## config.mk

```make
export PLATFORM = sky130hd
export DESIGN_NAME = shift_sequencer
export DESIGN_NICKNAME = d
export VERILOG_FILES = /design/src/rtl/shift_sequencer.sv
export SDC_FILE = /design/constraint.sdc
export NUM_CORES = 1
export LEC_CHECK = 0
export ABC_AREA = 0
export BUFFER_PORTS_ARGS = -buffer_cell sky130_fd_sc_hd__buf_2
export CAP_MARGIN = 20
export CORE_MARGIN = 2
export CORE_UTILIZATION = 40
export DETAILED_ROUTE_END_ITERATION = 10
export PLACE_DENSITY_LB_ADDON = 0.25
export REMOVE_ABC_BUFFERS = 1
export SYNTH_ARGS = -nofsm -noshare
export SYNTH_HDL_FRONTEND = slang
export SYNTH_SLANG_ARGS = --single-unit
```

## constraint.sdc

```tcl
create_clock -name clk -period 1.7 [get_ports clk]
set_input_delay 0.34 -clock clk [delete_from_list [all_inputs] [get_ports clk]]
set_output_delay 0.34 -clock clk [all_outputs]
set_load 0.02 [all_outputs]
```

## src/rtl/shift_sequencer.sv

```systemverilog
// Multi-cycle N-position shifter built around one single-step 16-bit shifter.
// Codes: 00 none, 01 LSL1, 10 LSR1, 11 ASR1.

module shift_step (
    input  logic [1:0]  op,
    input  logic [15:0] a,
    output logic [15:0] y
);
    always_comb begin
        unique case (op)
            2'b01:   y = {a[14:0], 1'b0};
            2'b10:   y = {1'b0, a[15:1]};
            2'b11:   y = {a[15], a[15:1]};
            default: y = a;
        endcase
    end
endmodule

module shift_sequencer #(
    parameter int unsigned AMT_W = 4
) (
    input  logic             clk,
    input  logic             reset_n,
    input  logic             start,
    input  logic [1:0]       op,
    input  logic [AMT_W-1:0] amount,
    input  logic [15:0]      in,
    output logic             busy,
    output logic             done,
    output logic [15:0]      result
);
    typedef enum logic [1:0] {
        IDLE,
        SHIFT,
        DONE
    } state_t;

    state_t             state_q, state_d;
    logic [15:0]        acc_q, acc_d;
    logic [1:0]         op_q, op_d;
    logic [AMT_W-1:0]   cnt_q, cnt_d;
    logic [15:0]        step_y;

    shift_step u_step (
        .op (op_q),
        .a  (acc_q),
        .y  (step_y)
    );

    always_ff @(posedge clk or negedge reset_n) begin
        if (!reset_n) begin
            state_q <= IDLE;
            acc_q   <= '0;
            op_q    <= '0;
            cnt_q   <= '0;
        end else begin
            state_q <= state_d;
            acc_q   <= acc_d;
            op_q    <= op_d;
            cnt_q   <= cnt_d;
        end
    end

    always_comb begin
        state_d = state_q;
        acc_d   = acc_q;
        op_d    = op_q;
        cnt_d   = cnt_q;
        unique case (state_q)
            // DONE accepts a new start exactly like IDLE so back-to-back ops need no bubble
            IDLE, DONE: begin
                if (start) begin
                    acc_d   = in;
                    op_d    = op;
                    cnt_d   = amount;
                    state_d = (amount == '0 || op == 2'b00) ? DONE : SHIFT;
                end else if (state_q == DONE) begin
                    state_d = IDLE;
                end
            end
            SHIFT: begin
                acc_d = step_y;
                cnt_d = cnt_q - 1'b1;
                if (cnt_q == AMT_W'(1)) begin
                    state_d = DONE;
                end
            end
            default: state_d = IDLE;
        endcase
    end

    assign busy   = (state_q == SHIFT);
    assign done   = (state_q == DONE);
    assign result = acc_q;

endmodule

```

==> summary.md <==
| Metric | Value |
|---|---|
| Leakage | `0.8133 nW` |
| Status | `finished, final reports clean` |
| 1st-pass router iterations | `4` |
| Ys async rst share | `100.0%` |
| Least-Margin Pin Slew | `0.5482 ns` |
| Diode count | `0` |
| Relative slew slack | `63.45%` |
| Post-Syn Area | `1393 µm²` |
| Post-synthesis mux area share | `1.797%` |
| Row cnt | `21` |
| Hold Vio Cnt, Final | `0` |
| Hold_sp | `in[9]` |
| Leading area contributor after synthesis | `dfrtp_1` |
| Arr. time, crit path | `1.29 ns` |
| CTS tree | `yes` |
| Clock Sinks | `24` |
| Multi-input gate area | `654.4 µm²` |
| Post-Synth Adder-Cell Area | `1.797%` |
| Worst VDD drop | `0.0008371 V` |
| Sequential area share after synthesis | `43.13%` |
| Main combinational cell family by area after synthesis | `compound AO/OA/AOI/OAI gates` |
| Max_cap viols | `0` |
| Post-synthesis xor/xnor area fraction | `0.6289%` |
| Setup TNS | `0 ns` |
| Clock Path Buffers | `2` |
| Port bufs | `42` |
| Worst reg2reg setup slack | `0.17 ns` |
| Synth Area in Compound Gates | `27.94%` |
| Simple-gate share of the synthesized area | `14.82%` |
| WL final | `3086 µm` |
| Ys flop type | `dfrtp_1` |
| Worst skew pair latency | `0.32 ns` |
| Die ar. | `3970 µm²` |
| Crit start category | `flip-flop` |
| Vias per Instance | `5.159` |
| Area Overhead vs Synth | `22.46%` |
| Sequential cell area | `601.8 µm²` |
| Largest net degree at the start of global routing | `25` |
| Fraction of layout cells with a size suffix above 1 | `39.78%` |
| Post-CTS Setup Bufs | `0` |
| R2r endpoint | `result[14]$_DFFE_PN0P_` |
| Final ANT Viol Nets | `0` |
| Max Slew Vio Count | `0` |
| WHS Path Cells | `3` |
| Power Density | `2109 nW/µm²` |
| CTS clock-pin slew for the worst setup and hold paths | `0.15 ns` |
| Root buf cell | `clkbuf_4` |
| Gp weighted congestion | `0.7277` |
| CP Capture Type | `output pin` |
| Worst EP required | `1.36 ns` |
| Clk_skew | `0.01424 ns` |
| Top Ports | `43` |
| Vias in the first global route | `1123` |
| Yosys reg bits | `24` |
| R2r worst-path depth | `4` |
| Mapped Cells | `136` |
| Yosys warns | `0` |
| Post-route cell area | `1705 µm²` |
| Critical path class | `reg -> out` |
| Worst r2r src | `op_q[1]$_DFFE_PN0P_` |
| Share of the synthesized area in the top cell type | `43.13%` |
| Initial antenna violation count | `0` |
| Fillers | `332` |
| Wire per inst | `13.59 µm` |
| TritonCTS Buffers | `3` |
| Final min period | `1.628 ns` |
| Remaining global-route overflow | `0` |
| Number of flops mapped to enable cells by yosys | `0` |
| Worst Hold End | `result[9]$_DFFE_PN0P_` |
| NumNets Final | `209` |
| Dpl cell area | `1640 µm²` |
| Fmax | `0.6144 GHz` |
| Crit share post-route | `95.74%` |
| Hpwl dp | `2224 µm` |
| Core box area | `3337 µm²` |
| Die W | `63.01 µm` |
| Min-delay worst type | `in -> reg` |
| CP startpoint | `state_q[1]$_DFFE_PN0P_` |
| Initial core utilization | `41.73%` |
| Die height | `63.01 µm` |
| Placed cell count | `222` |
| Via Count | `1171` |
| Post-route insts no fill | `227` |
| Unrepaired setup endpoints after global routing | `false` |
| Initial drt markers | `69` |
| Worst-path maximum fanout | `9` |
| Final setup viols | `0` |
| DRC Markers | `0` |
| Hold Slack | `0.2133 ns` |
| Distinct cells, synth | `39` |
| First-pass GRT wire length | `5285 µm` |
| CTS H-Tree Depth | `1` |
| Top post-synthesis cells by area | `dfrtp_1 (43%), o221ai_2 (9.7%), a22oi_1 (7.0%), nand2_1 (6.2%), inv_1 (4.9%)` |
| Avg Cell Area, Syn | `10.24 µm²` |
| Total track usage | `16.53%` |
==> per-stage QoR <==
step / utilization, % / setup slack [ns] / total power (W)
after detailed placement: 49.16 / 0.2138 / 0.003188
after floorplan: - / 0.03888 / 0.002557
after global placement: 49.16 / 0.2482 / 0.003159
after CTS: 51.03 / 0.05148 / 0.003614
final: 51.11 / 0.07235 / 0.003596
after global routing: 51.11 / 0.001351 / 0.003901
==> critical path: stages (launching register included) <==
cell	delay (ns)
dfrtp_1	0.42
nand2b_2	0.25
inv_4	0.13
buf_2	0.18
==> routing by layer <==
metal	up-vias	GRT usage, %	part of all wire, %
li1	582	-	-
met1	550	23.71	48
met2	37	25.53	47
met3	2	3.063	5.2
met4	0	4.444	0.49
met5	-	0	0
==> sequential cells by signal, summed over array words and instances, names as in the netlist <==
signal and cells:
state_q 2, result 16, op_q 2, cnt_q 4
==> cell usage in the layout (no fill, tap or decap), types with 3 or more instances in the layout <==
cell type  instances
a22oi_1           13
buf_2             42
buf_4              6
clkbuf_4           3
dfrtp_1           23
inv_1             18
nand2_1           23
nor2_1             5
nor3_1             3
o221ai_1           4
o221ai_2           9
==> cell usage after synthesis (2+ instances only) <==
master,number
a22oi_1,13
o221ai_1,4
o221ai_2,9
ha_1,2
dfrtp_1,24
nor3_1,3
buf_2,4
a221o_1,2
nand2_1,23
buf_6,2
inv_1,18
nor2_1,5
==> report_power, final <==
group | total (W) | internal [W] | switching, W | leakage [nW]
Sequential | 0.00117 | 0.000860 | 0.000309 | 0.293
Combinational | 0.00201 | 0.000865 | 0.00115 | 0.493
Clock | 0.000416 | 0.000238 | 0.000178 | 0.0279
==> final cells by class <==
type                            instances  area share, %
Tap cell                               46          3.375
Timing Repair Buffer                   49          15.55
Inverter                               19          4.329
Clock inverter                          1          1.761
Multi-Input combinational cell         85          38.37
Clock buffer                            3          1.321
Sequential cell                        24          35.29
==> kinds of logic after synthesis <==
logic type                 Yosys count
DFF                                 24
AOI/OAI and AO/OA                   39
xor gates and xnor gates             1
and+or+nand+nor                     41
adders and majority gates            2
muxes                                2
buffers and inverters               27
==> how the worst max path moves through the flow <==
stage / slack, ns / endpoint
global route: 0.001 / busy
global placement: 0.25 / result[14]$_DFFE_PN0P_
finish: 0.07 / busy
detailed placement: 0.21 / result[14]$_DFFE_PN0P_
CTS: 0.05 / busy
floorplan: 0.04 / result[0]$_DFFE_PN0P_
==> repair_timing <==
item,CTS,global route
hold buffers,1,0
setup endpoints to repair,0,1
hold endpoints to repair,14,0
resized for setup,0,2
Power figures use the tool's default switching activity.
